<file path="src/rtl/alu_mp_pkg.sv">
// Shared types and constants for the multi-precision ALU sequencer.
package alu_mp_pkg;

    // Multi-precision operation requested by the execute path.
    typedef enum logic [1:0] {
        MP_ADD = 2'd0,
        MP_SUB = 2'd1,
        MP_SHL = 2'd2,
        MP_SHR = 2'd3
    } mp_op_t;

    // Byte-ALU command encodings actually issued (SUB reuses ADD with inverted B).
    localparam logic [2:0] ALU_ADD = 3'b000;
    localparam logic [2:0] ALU_SHL = 3'b001;
    localparam logic [2:0] ALU_SHR = 3'b010;

    // Sequencer states.
    typedef enum logic [1:0] {
        IDLE = 2'd0,
        RUN  = 2'd1,
        DONE = 2'd2
    } state_t;

    // Initial value of the carry/shift chain for the first byte op.
    function automatic logic chain_init(input mp_op_t op, input logic shift_in);
        logic c;
        case (op)
            MP_ADD:  c = 1'b0;
            MP_SUB:  c = 1'b1;
            MP_SHL:  c = shift_in;
            MP_SHR:  c = shift_in;
            default: c = 1'b0;
        endcase
        return c;
    endfunction

endpackage

</file>
<file path="src/rtl/mp_byte_sel.sv">
// Picks the operand bytes for the current byte step. SHR walks from the
// top byte down, all other ops from byte 0 up; SUB feeds ~B to the adder.
module mp_byte_sel
    import alu_mp_pkg::*;
#(
    parameter int NBYTES = 4,
    parameter int IW     = $clog2(NBYTES)
) (
    input  logic [8*NBYTES-1:0] a_word,
    input  logic [8*NBYTES-1:0] b_word,
    input  logic [IW-1:0]       idx,
    input  mp_op_t              op,
    output logic [IW-1:0]       byte_idx,
    output logic [7:0]          a_byte,
    output logic [7:0]          b_byte
);

    logic [7:0] a_bytes_s [NBYTES];
    logic [7:0] b_bytes_s [NBYTES];

    for (genvar k = 0; k < NBYTES; k++) begin : g_split
        assign a_bytes_s[k] = a_word[8*k +: 8];
        assign b_bytes_s[k] = b_word[8*k +: 8];
    end

    // Map the step counter to a byte position and extract/condition the operands.
    always_comb begin
        byte_idx = idx;
        a_byte   = 8'h00;
        b_byte   = 8'h00;
        if (op == MP_SHR) begin
            byte_idx = IW'(NBYTES - 1) - idx;
        end else begin
            byte_idx = idx;
        end
        a_byte = a_bytes_s[byte_idx];
        if (op == MP_SUB) begin
            b_byte = ~b_bytes_s[byte_idx];
        end else begin
            b_byte = b_bytes_s[byte_idx];
        end
    end

endmodule

</file>
<file path="src/rtl/alu_mp_sequencer.sv">
// Multi-precision sequencer: runs one NBYTES-wide ADD/SUB/SHL/SHR as a
// chain of byte ops through the shared 8-bit ALU, carrying the ALU
// carry/shift-out into the next byte.
module alu_mp_sequencer
    import alu_mp_pkg::*;
#(
    parameter int NBYTES = 4
) (
    input  logic                clk,
    input  logic                reset_n,
    input  logic                start,
    input  logic [1:0]          op,
    input  logic [8*NBYTES-1:0] a_in,
    input  logic [8*NBYTES-1:0] b_in,
    input  logic                shift_in,
    output logic                busy,
    output logic                done,
    output logic [8*NBYTES-1:0] result,
    output logic                carry_out,
    output logic                zero_out,
    output logic [2:0]          alu_cmd,
    output logic [7:0]          alu_ina,
    output logic [7:0]          alu_inb,
    output logic                alu_sc_i,
    input  logic [7:0]          alu_rslt,
    input  logic                alu_sc_o
);

    localparam int W  = 8 * NBYTES;
    localparam int IW = $clog2(NBYTES);
    localparam logic [IW-1:0] LAST_IDX = IW'(NBYTES - 1);

    state_t         state_r;
    state_t         state_nx_s;
    logic [IW-1:0]  idx_r;
    mp_op_t         op_r;
    logic [W-1:0]   a_r;
    logic [W-1:0]   b_r;
    logic           chain_r;
    logic [W-1:0]   result_r;
    logic           carry_r;
    logic           zero_r;

    logic [IW-1:0]  byte_idx_s;
    logic [7:0]     a_byte_s;
    logic [7:0]     b_byte_s;
    logic [W-1:0]   result_wr_s;

    mp_byte_sel #(
        .NBYTES (NBYTES),
        .IW     (IW)
    ) u_byte_sel (
        .a_word   (a_r),
        .b_word   (b_r),
        .idx      (idx_r),
        .op       (op_r),
        .byte_idx (byte_idx_s),
        .a_byte   (a_byte_s),
        .b_byte   (b_byte_s)
    );

    // Result image with the byte currently leaving the ALU merged in.
    always_comb begin
        result_wr_s = result_r;
        for (int k = 0; k < NBYTES; k++) begin
            if (IW'(k) == byte_idx_s) begin
                result_wr_s[8*k +: 8] = alu_rslt;
            end else begin
                result_wr_s[8*k +: 8] = result_r[8*k +: 8];
            end
        end
    end

    // State register.
    always_ff @(posedge clk or negedge reset_n) begin
        if (!reset_n) begin
            state_r <= IDLE;
        end else begin
            state_r <= state_nx_s;
        end
    end

    // Next-state logic and ALU drive; the ALU is only driven while running.
    always_comb begin
        state_nx_s = state_r;
        alu_cmd    = 3'b000;
        alu_ina    = 8'h00;
        alu_inb    = 8'h00;
        alu_sc_i   = 1'b0;
        case (state_r)
            IDLE: begin
                if (start) begin
                    state_nx_s = RUN;
                end else begin
                    state_nx_s = IDLE;
                end
            end
            RUN: begin
                alu_ina  = a_byte_s;
                alu_sc_i = chain_r;
                case (op_r)
                    MP_SHL:  alu_cmd = ALU_SHL;
                    MP_SHR:  alu_cmd = ALU_SHR;
                    MP_ADD:  alu_cmd = ALU_ADD;
                    MP_SUB:  alu_cmd = ALU_ADD;
                    default: alu_cmd = ALU_ADD;
                endcase
                if ((op_r == MP_ADD) || (op_r == MP_SUB)) begin
                    alu_inb = b_byte_s;
                end else begin
                    alu_inb = 8'h00;
                end
                if (idx_r == LAST_IDX) begin
                    state_nx_s = DONE;
                end else begin
                    state_nx_s = RUN;
                end
            end
            DONE: begin
                state_nx_s = IDLE;
            end
            default: begin
                state_nx_s = IDLE;
            end
        endcase
    end

    // Operand latch, byte counter, carry chain and result/flag registers.
    always_ff @(posedge clk or negedge reset_n) begin
        if (!reset_n) begin
            idx_r    <= '0;
            op_r     <= MP_ADD;
            a_r      <= '0;
            b_r      <= '0;
            chain_r  <= 1'b0;
            result_r <= '0;
            carry_r  <= 1'b0;
            zero_r   <= 1'b0;
        end else begin
            case (state_r)
                IDLE: begin
                    if (start) begin
                        op_r    <= mp_op_t'(op);
                        a_r     <= a_in;
                        b_r     <= b_in;
                        idx_r   <= '0;
                        chain_r <= chain_init(mp_op_t'(op), shift_in);
                    end
                end
                RUN: begin
                    result_r <= result_wr_s;
                    chain_r  <= alu_sc_o;
                    if (idx_r == LAST_IDX) begin
                        idx_r   <= '0;
                        carry_r <= alu_sc_o;
                        zero_r  <= (result_wr_s == '0);
                    end else begin
                        idx_r <= idx_r + IW'(1);
                    end
                end
                DONE: begin
                    idx_r <= '0;
                end
                default: begin
                    idx_r <= '0;
                end
            endcase
        end
    end

    assign busy      = (state_r == RUN);
    assign done      = (state_r == DONE);
    assign result    = result_r;
    assign carry_out = carry_r;
    assign zero_out  = zero_r;

endmodule

</file>
<file path="config.mk">
export PLATFORM = sky130hd
export DESIGN_NAME = alu_mp_sequencer
export DESIGN_NICKNAME = d
export VERILOG_FILES = /design/src/rtl/alu_mp_pkg.sv /design/src/rtl/mp_byte_sel.sv /design/src/rtl/alu_mp_sequencer.sv
export SDC_FILE = /design/constraint.sdc
export NUM_CORES = 1
export LEC_CHECK = 0
export ABC_AREA = 1
export ABC_CLOCK_PERIOD_IN_PS = 4900
export BUFFER_PORTS_ARGS = -buffer_cell sky130_fd_sc_hd__buf_2
export CAP_MARGIN = 20
export CORE_UTILIZATION = 45
export DETAILED_ROUTE_END_ITERATION = 16
export PLACE_DENSITY = 0.76
export SYNTH_ARGS = -nofsm -noshare
export SYNTH_HDL_FRONTEND = slang
export SYNTH_HIERARCHICAL = 1
export SYNTH_SLANG_ARGS = --single-unit
</file>
<file path="constraint.sdc">
create_clock -name clk -period 4.9 [get_ports clk]
set_input_delay 0.98 -clock clk [delete_from_list [all_inputs] [get_ports clk]]
set_output_delay 0.98 -clock clk [all_outputs]
set_load 0.005 [all_outputs]
</file>
==> impl_metrics.py, run 1 <==
metrics = {
    "power_and_ir_drop": {
        "max-vdd-ir-drop_mv": 0.308,
        "leakagePower_nw": 3.83,
        "finalPower_mw": 4.96,
        "cellPowerDensity_mw_per_mm2": 732,
    },
    "clock_network": {
        "cts_made_buffers": 9,
        "path_clk_slew_ns": 0.07,
        "hold_buffers": 0,
        "cts_resized": 0,
        "postCtsSetupBuffers": 0,
        "insertion_delay_ns": 0.36,
        "cts_tree": "done",
        "cts_buffer_depth": 2,
        "clockRootBuffer": "clkbuf_16",
        "htreeDepth": 3,
        "clock_sinks": 105,
    },
    "worst_hold_path": {
        "hold_start": "a_r[3]$_DFFE_PN0N_",
        "hold_path.class": "reg -> reg",
    },
    "synthesis": {
        "yosysUniqueCellTypes": 27,
        "synth_flop_cell": "dfrtp_1",
        "yosys_warnings": 6,
        "avgSynthCellArea_sq_um": 6.95,
        "yosysMostFrequentCell": "nand2_1",
        "synth_top_area_cell": "dfrtp_1",
        "syn_nets": 915,
        "synth-edff-count": 0,
        "ys_seq_area_share_pct": 45.2,
        "synth_top_cells_by_area": "dfrtp_1 45%, nand2_1 24%, nand3_1 7.6%",
        "ys_ff_latch": 105,
        "async_reset_ff_share_pct": 100,
        "yosysTopAreaCellShare_pct": 45.2,
        "syn_area_sq_mm": 0.00581,
        "synthTopCellsByCount": "376 x nand2_1, 105 x dfrtp_1, 88 x nand3_1",
        "syn_inst": 835,
    },
    "timing": {
        "fin_crit_sh_pct": 81.1,
        "fin_setup_tns_ns": 0,
        "maxSlewHeadroom_pct": 33.5,
        "hold_violations": 0,
        "rsz0062_at_grt": "false",
        "period_needed_ns": 3.97,
        "finClkSkew_ns": 0.00603,
        "tightestPinTransition_ns": 0.997,
        "setup_viol": 0,
        "maxSlewViolCount": 0,
        "fmax_mhz": 252,
    },
    "floorplan": {
        "io_pins": 135,
        "start_util_pct": 46.0,
        "die_h_um": 116,
        "die_w_um": 116,
        "die-area_sq_mm": 0.0134,
        "rows": 41,
        "core_sq_mm": 0.0126,
    },
    "finish": {
        "stdcell_area_sq_mm": 0.00678,
        "layoutNonFillerInstCount": 1117,
        "fin_util_pct": 53.7,
        "drive_gt1_share_pct": 18.9,
        "n_fill_cell": 1280,
        "multi_input_area_sq_mm": 0.00261,
        "synthToLayoutAreaGrowth_pct": 16.8,
        "fin_nets": 1019,
        "regArea_sq_mm": 0.00263,
    },
    "grt": {
        "use_met2_pct": 35.6,
        "antenna_found_initial": 0,
        "grt_pass1_wl_um": 23800,
        "met3_usage_pct": 3.77,
        "grt_max_degree": 73,
        "grt.busiest_layer": "met2",
        "grt_overflow": 0,
        "grt_usage_pct": 23.0,
        "grtUsageMet1_pct": 32.1,
        "grt_pass1_vias": 4855,
    },
    "job": {
        "cap_violations": 0,
    },
    "placed_design": {
        "placed_cells": 1100,
        "hpwl_um": 10000,
        "port_buffers": 133,
        "place.gp.congestion": 0.822,
        "dpl_cell_area_sq_mm": 0.00647,
    },
    "status": {
        "status": "complete, no violations",
    },
    "route": {
        "routed_wl_um": 14500,
        "vias_per_cell": 4.87,
        "drc": 0,
        "initialDrtViolationCount": 434,
        "avgRoutedWirePerCell_um": 13.0,
        "drtAntennaViolNets": 0,
        "route.vias.total": 5438,
        "dr.pass1.iters": 5,
    },
    "setup_path": {
        "cp-end-kind": "output pin",
        "startpoint_type": "flop",
        "path_class": "reg -> out",
        "startpoint": "op_r[0]$_DFFE_PN0N_",
        "critPathRequiredTime_ns": 3.92,
        "worstPathArrival_ns": 2.99,
        "worst-path-max-fanout": 34,
        "rr_startpoint": "op_r[0]$_DFFE_PN0N_",
    },
}
[report_power, final]
| group | internal (mW) | switching, mW |
|---|---|---|
| Sequential | 1.28 | 0.325 |
| Clock | 0.416 | 0.340 |
| Combinational | 0.946 | 1.65 |
[layout by cell type (no fill, tap or decap), drive strengths merged]
cell type | netlist | routed
nand2 | 382 | 382
buf | 31 | 138
dfrtp | 105 | 105
nand3 | 89 | 89
inv | 82 | 86
o21ai | 60 | 60
nor2 | 46 | 46
clkbuf | 14 | 10
nand3b | 8 | 8
o211ai | 8 | 8
clkinv | 2 | 3
a21oi | 2 | 2
diode | 0 | 1
nor3 | 1 | 1
o21a | 1 | 1
a32o | 1 | 1
a22oi | 1 | 1
ha | 1 | 1
conb | 1 | 1
bufinv | 0 | 1
[cell type report]
type                       count  area share [%]
clock inverter                 6            1.03
inverter                      84            4.65
multi-input combinational    601            38.4
sequential                   105            38.7
tap                          172            3.17
clock buffer                  10            3.52
antenna                        1          0.0369
timing repair buffer         138            10.4
[cell families after synthesis]
logic type	Yosys count	share of synthesized area, %
fa+ha+maj	1	0.215
compound gates	73	7.63
flops	105	45.2
buf+inv	129	9.91
other cells	1	0.0646
simple gates	526	36.9
[sequential cells by signal, indices dropped and copies added, names as in the netlist]
register / cells
carry_out: 1
chain_r: 1
a_r: 32
state_r: 2
b_r: 32
result: 32
idx_r: 2
zero_out: 1
op_r: 2
[worst paths after layout]
path                            slack (ns)                      to  depth (start not counted)
worst max-delay path                  0.93              alu_ina[6]                          8
worst min-delay path                  0.48      a_r[3]$_DFFE_PN0N_                          2
worst max register to register        1.58    zero_out$_DFFE_PN0P_                         12
worst min register to register        0.48      a_r[3]$_DFFE_PN0N_                          2
max in group asynchronous             3.14     b_r[24]$_DFFE_PN0N_                          2
min in group asynchronous             0.73  result[23]$_DFFE_PN0P_                          1
[routing by layer]
layer | share of wire [%] | wire length (um)
met2 | 45 | 6460
met5 | 0 | 0
met4 | 2.0 | 292
met3 | 5.4 | 788
met1 | 48 | 6960
[through the flow]
stage | setup slack, ns | hold WS (ns)
floorplan | 2.59 | 0.449
global placement | 1.42 | 0.463
detailed placement | 1.32 | 0.469
CTS | 0.942 | 0.487
global route | 0.634 | 0.509
finish | 0.926 | 0.479
[worst max-delay path: stages (launching register included)]
cell and delay (ns):
dfrtp_1 0.47, nand3_2 0.53, nand2_2 0.72, buf_4 0.40, o21ai_1 0.10, o21ai_1 0.15
inv_1 0.05, nor2_1 0.09, buf_2 0.14
No activity file was read; power rests on OpenSTA's default activity.
==> run 2: changes to the inputs <==
--- a/config.mk
+++ b/config.mk
@@ -6,7 +6,7 @@
 export NUM_CORES = 1
 export LEC_CHECK = 0
 export ABC_AREA = 1
-export ABC_CLOCK_PERIOD_IN_PS = 4900
+export ABC_CLOCK_PERIOD_IN_PS = 4100
 export BUFFER_PORTS_ARGS = -buffer_cell sky130_fd_sc_hd__buf_2
 export CAP_MARGIN = 20
 export CORE_UTILIZATION = 45
==> constraint.sdc (replaced) <==
create_clock -name clk -period 4.1 [get_ports clk]
set_input_delay 0.82 -clock clk [delete_from_list [all_inputs] [get_ports clk]]
set_output_delay 0.82 -clock clk [all_outputs]
set_load 0.005 [all_outputs]
==> run 2 against run 1 <==
  * Via count barely moved
  * Count of clock-buffer cells in the layout up 4
  * Critical path depth increased by 1
  * Wire length decreased by 0.73%
  * Combinational power increased by 20%
  * Total power up 19%
  * Utilization is 0.099 points higher
  * Sequential share of layout area decreased by 0.071 points
  * Die area is the same
  * Clock skew barely moved
  * Cell count about the same
  * Sequential cell count is the same
  * Critical path type unchanged
  * Critical endpoint is now alu_ina[7]
==> impl_metrics.py, run 2 (synthesis results as in run 1) <==
metrics = {
    "grt": {
        "grt_usage_pct": 23.2,
        "grt_max_degree": 72,
        "grt_pass1_vias": 4894,
        "grt_overflow": 0,
        "antenna_found_initial": 0,
        "grt_pass1_wl_um": 24100,
    },
    "worst_hold_path": {
        "hold_path.class": "reg -> reg",
        "hold_start": "a_r[25]$_DFFE_PN0N_",
        "holdPathStages": 2,
        "holdPathEnd": "a_r[25]$_DFFE_PN0N_",
    },
    "power_and_ir_drop": {
        "cellPowerDensity_mw_per_mm2": 872,
        "leakagePower_nw": 3.83,
        "p_switching_mw": 2.74,
        "seq_power_share_pct": 32.5,
        "power_frac_comb_pct": 52.4,
        "finalPower_mw": 5.93,
        "p_int_mw": 3.19,
        "switching_share_pct": 46.1,
        "max-vdd-ir-drop_mv": 0.400,
        "clockPowerShare_pct": 15.1,
    },
    "setup_path": {
        "crit_chain": "nand2_2, nand2_2, nand2_2, inv_2, nor2_1, o21ai_1, inv_1, nor2_1, buf_2",
        "critPathRequiredTime_ns": 3.28,
        "cp-end-kind": "output pin",
        "path_class": "reg -> out",
        "worst_path_most_repeated_cell": "nand2_2",
        "max_stage_delay_ns": 0.53,
        "rr_startpoint": "op_r[1]$_DFFE_PN0N_",
        "worst-path-max-fanout": 34,
        "worst_r2r_path_depth": 12,
        "cp_slowest_cell": "nand2_2",
        "timing.rr.end": "zero_out$_DFFE_PN0P_",
        "r2r_setup_slack_ns": 0.79,
        "startpoint_type": "flop",
        "crit_family": "simple AND/OR/NAND/NOR gates",
        "worstPathArrival_ns": 2.97,
        "path_buf_inv": 3,
    },
    "timing": {
        "maxSlewHeadroom_pct": 34.5,
        "setup_viol": 0,
        "period_needed_ns": 3.79,
        "fin_crit_sh_pct": 92.5,
        "fmax_mhz": 264,
        "maxSlewViolCount": 0,
        "hold_violations": 0,
        "fin_setup_tns_ns": 0,
        "tightestPinTransition_ns": 0.982,
        "fin_ws_ns": 0.309,
        "finClkSkew_ns": 0.00562,
        "rsz0062_at_grt": "false",
        "whs_ns": 0.484,
    },
    "finish": {
        "layout_commonest_cell": "nand2_1",
        "fin_nets": 1021,
        "drive_gt1_share_pct": 18.8,
        "layout_common_cells": "375 x nand2_1, 132 x buf_2, 105 x dfrtp_1",
        "synthToLayoutAreaGrowth_pct": 17.0,
        "n_fill_cell": 1278,
        "num_antenna_cells": 0,
    },
    "route": {
        "route.vias.total": 5435,
        "dr.pass1.iters": 7,
        "drc": 0,
        "avgRoutedWirePerCell_um": 12.9,
        "initialDrtViolationCount": 553,
        "vias_per_cell": 4.86,
        "routed_wl_um": 14400,
        "drtAntennaViolNets": 0,
    },
    "placed_design": {
        "port_buffers": 133,
        "place.gp.congestion": 0.856,
        "hpwl_um": 9930,
        "place_ws_ns": 0.736,
    },
    "clock_network": {
        "cts_resized": 0,
        "postCtsSetupBuffers": 0,
        "hold_buffers": 0,
        "htreeDepth": 3,
        "insertion_delay_ns": 0.35,
        "clock_sinks": 105,
        "path_clk_slew_ns": 0.07,
        "cts_tree": "done",
        "cts_buffer_depth": 2,
        "cts_made_buffers": 9,
        "clockRootBuffer": "clkbuf_16",
    },
    "floorplan": {
        "die_w_um": 116,
        "start_util_pct": 46.0,
        "die_h_um": 116,
        "rows": 41,
        "die-area_sq_mm": 0.0134,
        "core_sq_mm": 0.0126,
        "io_pins": 135,
    },
    "job": {
        "cap_violations": 0,
    },
    "status": {
        "status": "complete, no violations",
    },
}
run 2: cell types whose count changed in the layout (fill, tap and decap cells not counted):
cell | before | now
clkbuf_8 | 1 | 3
clkinv_4 | 1 | 0
inv_6 | 3 | 0
clkbuf_1 | 0 | 2
diode_2 | 1 | 0
buf_4 | 6 | 8
run 2: power by group through the flow:
stage	Clock (mW)	Sequential, mW	Combinational (mW)
finish	0.894	1.93	3.11
CTS	0.907	1.92	3.12
detailed placement	0	1.93	3.10
global placement	0	1.93	3.04
global route	0.963	1.99	3.61
floorplan	0	1.84	2.41
run 2: how the worst max path moves through the flow:
stage / startpoint / to / slack (ns) / cells after the start
6_report: op_r[1]$_DFFE_PN0N_ / alu_ina[7] / 0.31 / 9
4_1_cts: op_r[1]$_DFFE_PN0N_ / alu_ina[7] / 0.34 / 9
5_1_grt: op_r[1]$_DFFE_PN0N_ / alu_ina[7] / 0.05 / 9
3_3_place_gp: op_r[1]$_DFFE_PN0N_ / alu_ina[7] / 0.80 / 9
3_5_place_dp: op_r[1]$_DFFE_PN0N_ / alu_ina[7] / 0.74 / 9
2_1_floorplan: op_r[1]$_DFFE_PN0N_ / alu_inb[0] / 1.95 / 11
run 2: final cells by class:
type	count	area [sq um]	area share [%]
flip-flops and latches	105	2630	38.7
multi-input cells	601	2610	38.4
repair buffers	140	721	10.6
inverters	84	315	4.64
clock buffers	14	274	4.03
well taps	172	215	3.17
clock inverters	2	35.0	0.516
run 2: per-layer routing:
metal / vias up / part of all wire, % / track usage [%]
met5: - / 0 / 0
met4: 0 / 2.4 / 9.70
met3: 26 / 6.2 / 3.82
met2: 186 / 44 / 35.5
met1: 2432 / 47 / 32.8
li1: 2791 / - / -
run 2: stage by stage:
stage | instances | utilization (%) | cell area [sq um]
after detailed placement | 1102 | 51.4 | 6480
after global placement | 1102 | 51.4 | 6480
after CTS | 1118 | 53.8 | 6790
after floorplan | 835 | - | 5810
final | 1118 | 53.8 | 6790
after global routing | 1118 | 53.8 | 6790
run 2: tightest hold or removal path: stages, from the launching register on:
cell	delay [ns]
dfrtp_1	0.34
nand2_1	0.06
nand2_1	0.05
==> run 3: changes to the inputs <==
--- a/config.mk
+++ b/config.mk
@@ -5,13 +5,12 @@
 export SDC_FILE = /design/constraint.sdc
 export NUM_CORES = 1
 export LEC_CHECK = 0
-export ABC_AREA = 1
 export ABC_CLOCK_PERIOD_IN_PS = 4100
 export BUFFER_PORTS_ARGS = -buffer_cell sky130_fd_sc_hd__buf_2
 export CAP_MARGIN = 20
 export CORE_UTILIZATION = 45
 export DETAILED_ROUTE_END_ITERATION = 16
-export PLACE_DENSITY = 0.76
+export PLACE_DENSITY = 0.77
 export SYNTH_ARGS = -nofsm -noshare
 export SYNTH_HDL_FRONTEND = slang
 export SYNTH_HIERARCHICAL = 1
==> run 3 against run 2 <==
  * Design area is 8.2% lower
  * Cell count fell by 40%
  * Sequential cell count unchanged
  * Critical path type unchanged
  * Critical endpoint is now alu_ina[0]
  * Largest cell class unchanged
  * Largest power group unchanged
==> impl_metrics.py, run 3 <==
metrics = {
    "grt": {
        "grt_overflow": 0,
        "grt_usage_pct": 20.8,
        "grt_max_degree": 84,
        "antenna_found_initial": 2,
        "grt_pass1_wl_um": 18500,
        "grt_pass1_vias": 3648,
    },
    "setup_path": {
        "cp-end-kind": "output pin",
        "critPathRequiredTime_ns": 3.28,
        "path_buf_inv": 1,
        "path_class": "reg -> out",
        "worst-path-max-fanout": 34,
        "startpoint_type": "flop",
        "max_stage_delay_ns": 0.80,
        "crit_chain": "nand2_1, xnor2_4, mux4_2, and2_1, buf_2",
        "crit_family": "XOR/XNOR gates",
        "worstPathArrival_ns": 2.63,
        "cp_slowest_cell": "xnor2_4",
    },
    "timing": {
        "hold_violations": 0,
        "maxSlewViolCount": 0,
        "finClkSkew_ns": 0.00827,
        "whs_ns": 0.408,
        "fmax_mhz": 290,
        "fin_crit_sh_pct": 84.1,
        "maxSlewHeadroom_pct": 34.9,
        "tightestPinTransition_ns": 0.977,
        "setup_viol": 0,
        "rsz0062_at_grt": "false",
        "period_needed_ns": 3.45,
        "fin_setup_tns_ns": 0,
    },
    "finish": {
        "synthToLayoutAreaGrowth_pct": 20.6,
        "layout_commonest_cell": "buf_2",
        "fin_util_pct": 56.5,
        "layout_common_cells": "132 x buf_2, 115 x mux2_2, 105 x dfrtp_1",
        "fin_nets": 601,
        "drive_gt1_share_pct": 54.9,
        "n_fill_cell": 945,
        "stdcell_area_sq_mm": 0.00623,
    },
    "clock_network": {
        "htreeDepth": 3,
        "path_clk_slew_ns": 0.07,
        "cts_made_buffers": 9,
        "cts_buffer_depth": 2,
        "cts_tree": "done",
        "hold_buffers": 0,
        "clock_sinks": 105,
        "cts_resized": 0,
        "clockRootBuffer": "clkbuf_16",
        "postCtsSetupBuffers": 0,
        "insertion_delay_ns": 0.36,
    },
    "synthesis": {
        "synth_top_cells_by_area": "dfrtp_1 51%, mux2_2 25%, mux4_2 3.5%",
        "ys_ff_latch": 105,
        "yosysMostFrequentCell": "mux2_2",
        "yosysUniqueCellTypes": 53,
        "yosysTopAreaCellShare_pct": 50.8,
        "yosys_warnings": 6,
        "synth_flop_cell": "dfrtp_1",
        "synth-edff-count": 0,
        "syn_nets": 474,
        "async_reset_ff_share_pct": 100,
        "syn_inst": 394,
        "syn_area_sq_mm": 0.00517,
        "avgSynthCellArea_sq_um": 13.1,
        "synthTopCellsByCount": "115 x mux2_2, 105 x dfrtp_1, 18 x and2_1",
        "synth_top_area_cell": "dfrtp_1",
        "ys_seq_area_share_pct": 50.8,
    },
    "floorplan": {
        "io_pins": 135,
        "core_sq_mm": 0.0110,
        "die-area_sq_mm": 0.0119,
        "die_w_um": 109,
        "rows": 38,
        "die_h_um": 109,
        "start_util_pct": 46.9,
    },
    "power_and_ir_drop": {
        "cellPowerDensity_mw_per_mm2": 882,
        "leakagePower_nw": 2.77,
        "max-vdd-ir-drop_mv": 0.440,
    },
    "route": {
        "drc": 0,
        "vias_per_cell": 5.39,
        "route.vias.total": 3591,
        "drtAntennaViolNets": 0,
        "dr.pass1.iters": 4,
        "initialDrtViolationCount": 98,
        "avgRoutedWirePerCell_um": 17.2,
        "routed_wl_um": 11400,
    },
    "placed_design": {
        "dpl_cell_area_sq_mm": 0.00593,
        "hpwl_um": 8150,
        "port_buffers": 133,
        "place.gp.congestion": 0.879,
    },
    "worst_hold_path": {
        "hold_path.class": "in -> async",
    },
    "job": {
        "cap_violations": 0,
    },
    "status": {
        "status": "complete, no violations",
    },
}
## run 3: cell types whose count changed after synthesis, moves of 15 or more
cell / delta
o21ai_0: -26
nand2_1: -366
and2_1: +18
buf_2: -15
mux2_2: +115
o21ai_1: -18
nor2_1: -31
inv_1: -76
nand3_1: -77
## run 3: layer usage
metal	track usage, %	share of wire (%)	up-vias	routed length (um)
li1	-	-	1694	-
met1	26.4	43	1779	4920
met2	32.3	48	95	5540
met3	8.61	6.7	21	767
met4	6.86	1.7	2	189
met5	0	0.11	-	13
## run 3: power breakdown
part | internal [mW] | switching [mW]
Clock | 0.418 | 0.400
Sequential | 1.57 | 0.382
Combinational | 1.52 | 1.21
## run 3: logic make-up after synthesis
| family | Yosys count | synth area share [%] |
|---|---|---|
| compound gates | 45 | 5.88 |
| xor+xnor | 9 | 1.67 |
| fa+ha+maj | 1 | 0.242 |
| buf+inv | 25 | 2.86 |
| flops | 105 | 50.8 |
| mux | 127 | 29.3 |
| other cells | 1 | 0.0725 |
| simple gates | 81 | 9.17 |
## run 3: cell type report
class | count | area [sq um] | share of cell area [%]
Multi-Input combinational cell | 264 | 2410 | 38.7
Antenna cell | 1 | 2.50 | 0.0401
Inverter | 3 | 11.3 | 0.181
Tap cell | 140 | 175 | 2.81
Timing Repair Buffer | 138 | 726 | 11.6
Clock buffer | 9 | 225 | 3.61
Sequential cell | 105 | 2630 | 42.1
Clock inverter | 6 | 53.8 | 0.863
## run 3: metrics by stage
step / power [mW] / cells / setup WS, ns
floorplan: 3.95 / 394 / 1.57
global placement: 4.60 / 649 / 1.10
detailed placement: 4.71 / 649 / 1.02
CTS: 5.56 / 664 / 0.610
global route: 5.91 / 666 / 0.465
finish: 5.50 / 666 / 0.653
## run 3: final timing paths
path | to | slack [ns] | from | depth (start not counted)
max | alu_ina[0] | 0.65 | op_r[1]$_DFFE_PN0N_ | 5
min | a_r[21]$_DFFE_PN0N_ | 0.41 | reset_n | 1
max reg2reg | zero_out$_DFFE_PN0P_ | 1.21 | op_r[1]$_DFFE_PN0N_ | 6
min reg2reg | zero_out$_DFFE_PN0P_ | 0.48 | zero_out$_DFFE_PN0P_ | 2
max in group asynchronous | b_r[29]$_DFFE_PN0N_ | 3.00 | reset_n | 2
min in group clk | zero_out$_DFFE_PN0P_ | 0.48 | zero_out$_DFFE_PN0P_ | 2
## run 3: worst register-to-register path: cells and delay by family (launching register included)
kind            cells  cell delay, ns
simple gates        2            0.58
compound gates      3            0.85
flops               1            0.56
xor+xnor            1            0.80
